==> config.mk <==
export PLATFORM = sky130hd
export DESIGN_NAME = button_toggle_bank
export DESIGN_NICKNAME = d
export VERILOG_FILES = /design/src/rtl/button_toggle_bank.sv
export SDC_FILE = /design/constraint.sdc
export NUM_CORES = 1
export LEC_CHECK = 0
export ABC_AREA = 0
export BUFFER_PORTS_ARGS = -buffer_cell sky130_fd_sc_hd__buf_4
export CORE_MARGIN = 5
export CORE_UTILIZATION = 61
export CTS_BUF_LIST = sky130_fd_sc_hd__clkbuf_2 sky130_fd_sc_hd__clkbuf_4 sky130_fd_sc_hd__clkbuf_8
export DETAILED_ROUTE_END_ITERATION = 8
export PLACE_DENSITY = 0.86
export SETUP_SLACK_MARGIN = 0.2
export SLEW_MARGIN = 20
export SYNTH_ARGS = -nofsm -noshare
export SYNTH_HDL_FRONTEND = slang
export SYNTH_SLANG_ARGS = --single-unit
==> constraint.sdc <==
create_clock -name clk -period 2.31 [get_ports clk]
set_input_delay 0.462 -clock clk [delete_from_list [all_inputs] [get_ports clk]]
set_output_delay 0.462 -clock clk [all_outputs]
set_load 0.02 [all_outputs]
==> src/rtl/button_toggle_bank.sv <==
// Multi-channel button debouncer with per-channel toggle/momentary LED drive,
// one-cycle press pulses and a global clear for toggle-mode LEDs.
module button_toggle_bank #(
  parameter int CHANNELS        = 4,
  parameter int DEBOUNCE_CYCLES = 4
) (
  input  logic                clk,
  input  logic                reset,
  input  logic [CHANNELS-1:0] button,
  input  logic [CHANNELS-1:0] mode,
  input  logic                clear,
  output logic [CHANNELS-1:0] led,
  output logic [CHANNELS-1:0] press_pulse
);

  localparam int CW = $clog2(DEBOUNCE_CYCLES + 1);
  localparam logic [CW-1:0] CNT_LAST = CW'(DEBOUNCE_CYCLES - 1);

  logic [CHANNELS-1:0] db;
  logic [CW-1:0]       cnt [CHANNELS];

  for (genvar i = 0; i < CHANNELS; i++) begin : g_chan
    logic differs;
    logic accept;
    logic db_next;

    // A change is accepted on the edge that sees the DEBOUNCE_CYCLES-th differing sample.
    always_comb begin
      differs = (button[i] != db[i]);
      accept  = differs && (cnt[i] == CNT_LAST);
      db_next = accept ? button[i] : db[i];
    end

    always_ff @(posedge clk) begin
      if (reset) begin
        db[i]          <= 1'b0;
        cnt[i]         <= '0;
        led[i]         <= 1'b0;
        press_pulse[i] <= 1'b0;
      end else begin
        db[i]          <= db_next;
        press_pulse[i] <= accept && button[i];
        if (!differs || accept)
          cnt[i] <= '0;
        else
          cnt[i] <= cnt[i] + 1'b1;

        // Momentary follows the debounced level; toggle honours clear before a press.
        if (mode[i])
          led[i] <= db_next;
        else if (clear)
          led[i] <= 1'b0;
        else if (accept && button[i])
          led[i] <= ~led[i];
      end
    end
  end

endmodule

# Word-level counts from Yosys, hierarchy flattened
# Memories as Yosys holds them, arrays and structs flattened.
# Index checks and enable logic that the tools add are counted.
dict set report totals {
  mem_count 1
  wordCells 107
  ramBits 12
  output_inout_bits 8
  input_bits 11
  ff_bits 12
}
# name words word_bits read_ports rd_ports_with_merged_regs wr line_no
set memory_table {}
lappend memory_table {cnt 4 3 4 0 4 20} ;# logic [CW-1:0] cnt [CHANNELS];
dict set report classes {
  bitwise 12
  add_sub_neg 4
  eq_ne 8
  reduce_logical 20
  mux 50
}
# operator n
set ops {}
lappend ops {{1-bit two-way mux} 42}
lappend ops {{3-bit two-way mux} 8}
lappend ops {{3-bit by 1-bit adder with 3-bit output, second input constant} 4}
lappend ops {{3-bit by 2-bit equality test with 1-bit output, second input constant} 4}
lappend ops {{3-bit nonzero test} 4}
lappend ops {{1-bit logical AND} 8}
lappend ops {{1-bit bitwise OR} 8}
lappend ops {{1-bit logical NOT} 4}
lappend ops {{1-bit logical OR} 4}
lappend ops {{1-bit inequality test} 4}
lappend ops {{1-bit NOT} 4}

# Longest topological paths before layout
dict set report depth {
  word_depth 8
  depth_mapped 5
  depth_no_buf 5
}

# Worst setup path after synthesis
# No wires, ideal clock.
dict set report synth_path {
  path_kind {reg2reg}
  start {memory cnt[0][0] (netlist name)}
  end {memory cnt[0][0] (netlist name), data pin}
  t_required_ns 2.174
  setup_time_ns 0.136
  arrival_ns 1.277
  period_less_slack_ns 1.413
  path_slack_ns 0.897
  n_path_buf 0
  stages_incl_launch_ff 5
  cell_sequence {edfxtp_1 ha_1 ha_1 or3_4 nor2_2}
}
# item line_no
set synth_rtl {}
lappend synth_rtl {{start, declared} 20}

==> impl_metrics.json <==
{
  "root_buffer": "clkbuf_4",
  "std_cell_rows": 15,
  "clkPwrFrac_pct": 27.3,
  "whs_ns": 0.360,
  "place_area_um2": 1290,
  "gp_congestion": 0.714,
  "antenna_found_initial": 0,
  "area_growth_pct": 21.7,
  "required_ns": 2.49,
  "power.switching_uw": 176,
  "hold_viol_final": 0,
  "synthAdderAreaFrac_pct": 9.21,
  "cts_buffers": 3,
  "critPathMaxFanout": 3,
  "cts-htree-levels": 1,
  "synth_seq_cells": 24,
  "synth_area_leaders": "edfxtp_1 33%, dfxtp_1 22%, ha_1 9.2%",
  "stdcell_area_um2": 1320,
  "layout_commonest_cell": "buf_4",
  "start_util_pct": 63.7,
  "die_area_um2": 2730,
  "yosysUniqueCellTypes": 14,
  "worst-path-buf-inv": 0,
  "fp.dieW_um": 52.2,
  "clkTransAtPathRegs_ns": 0.12,
  "synth_xor_area_share_pct": 6.44,
  "cp-start-kind": "flop",
  "synthesis.area_um2": 1090,
  "cts_resized": 0,
  "avgSynthCellArea_um2": 12.1,
  "via_per_inst": 4.79,
  "vias": 704,
  "worstSetupEndpointType": "flop",
  "p_int_uw": 610,
  "netlist_instances": 90,
  "drt-total-wl_mm": 1.75,
  "fp.dieH_um": 52.2,
  "synth_top_family_by_area": "simple AND/OR/NAND/NOR gates",
  "grt_overflow": 0,
  "cp_data_arrival_time_ns": 1.72,
  "postRouteAntennaNets": 0,
  "synth_top_area_share_pct": 33.1,
  "synthMuxAreaShare_pct": 3.68,
  "cts.sinks": 24,
  "dp_slack_ns": 0.807,
  "post_drt_wl_per_cell_um": 11.9,
  "finalPower_uw": 786,
  "rsz0062_at_grt": "no",
  "fin_cells": 147,
  "num_io_pins": 19,
  "yosysSeqAreaShare_pct": 55.2,
  "skew_ns": 0.00594,
  "crit_type": "flop to flop",
  "dpl.hpwl_mm": 1.36,
  "portBuffers": 18,
  "track_usage_pct": 15.4,
  "irDropWorstVdd_mv": 0.494,
  "critPathSlowestCell": "edfxtp_1",
  "finalWorstSetupSlack_ns": 0.767,
  "p_seq_share_pct": 60.7,
  "finalCritPeriodShare_pct": 66.8,
  "ctsHoldBuffers": 0,
  "dr.first_iter.drc_count": 10,
  "drive_gt1_share_pct": 31.1,
  "synthSimpleGateAreaFrac_pct": 18.4,
  "fmax_ghz": 0.648,
  "crit_family": "simple AND/OR/NAND/NOR gates",
  "power_density_nw_per_um2": 594,
  "drc": 0,
  "setup-tns-final_ns": 0,
  "period_needed_ns": 1.54,
  "multi_input_area_um2": 490,
  "outcome": "complete, no violations",
  "max_stage_delay_ns": 0.44,
  "post-cts-setup-buffer-count": 0,
  "yosysWarnings": 0,
  "setup_viol": 0,
  "grt_pass1_vias": 752,
  "placedCellCount": 143,
  "seqCellArea_um2": 601,
  "max_cap_violations": 0,
  "design.core.area_um2": 1710,
  "clockBufferDepth": 2,
  "maxSlewViolCount": 0,
  "grt_first_pass_wirelength_mm": 3.05,
  "drt_first_pass_iters": 3,
  "yosys.area.top_type": "edfxtp_1",
  "synth-compound-area-share_pct": 3.22,
  "fill_cells": 123,
  "cts_tree": "built",
  "leakage_nw": 0.570,
  "min_path_type": "primary input to flop",
  "grt_max_degree": 17,
  "sw_frac_of_total_pct": 22.4,
  "clock_latency_ns": 0.31,
  "combinationalPowerShare_pct": 12.0,
  "fin_nets": 142,
  "n_antenna_cell": 0,
  "crit_chain": "ha_1, ha_1, or3_4, nor2_2",
  "cp_common_cell": "ha_1",
  "final_cell_mix": "18 x buf_4, 12 x nor2_2, 12 x edfxtp_1, 12 x conb_1, 12 x dfxtp_1",
  "final_util_pct": 77.5
}
==> worst paths after layout <==
path                   from        end  slack [ns]  depth (start not counted)
setup / recovery  cnt[1][0]  cnt[1][2]        0.77                          4
hold / removal      mode[2]     led[2]        0.36                          2
setup reg to reg  cnt[1][0]  cnt[1][2]        0.77                          4
hold reg to reg       db[3]      db[3]        0.57                          2
==> flip-flops by register name, indices dropped and copies added, names as in the netlist <==
| signal | flops |
|---|---|
| db | 4 |
| cnt | 12 |
| press_pulse | 4 |
| led | 4 |
==> kinds of logic (layout without fill, tap and decap cells) <==
family,count (synthesis),after routing
compound gates,4,4
flops,24,24
buf+inv,9,30
xor+xnor,8,8
fa+ha+maj,8,8
mux,4,4
simple gates,32,32
other cells,1,12
==> cell usage after synthesis, drive strengths merged <==
cell type and number:
or3 4, mux2i 4, nand3b 4, nor3 4, inv 8, a22o 4
ha 8, dfxtp 12, nor2 20, edfxtp 12, buf 1, xnor2 8
conb 1
==> power groups by stage <==
stage	clock network (mW)	registers, mW	logic, mW
2_1_floorplan	0	0.487	0.0592
3_3_place_gp	0	0.485	0.0890
3_5_place_dp	0	0.487	0.0940
4_1_cts	0.228	0.477	0.0946
5_1_grt	0.247	0.479	0.107
6_report	0.215	0.477	0.0943
==> metal layers <==
layer / vias up / track usage, % / routed length [µm]
li1: 361 / - / -
met2: 18 / 27.2 / 855
met4: 0 / 7.66 / 40
met1: 320 / 17.4 / 755
met5: - / 0 / 0
met3: 5 / 3.42 / 98
==> worst register-to-register path, delay by kind of cell (launching register included) <==
kind          cells  cell delay, ns
flops             1            0.44
simple gates      2            0.53
fa+ha+maj         2            0.45
==> cell type report <==
cell class / count / area share [%]
clock buffer: 4 / 2.74
inverter: 8 / 2.27
multi-input combinational: 68 / 37.1
sequential: 24 / 45.4
tap: 25 / 2.36
timing repair buffer: 18 / 10.2
(Power assumes the default switching activity.)
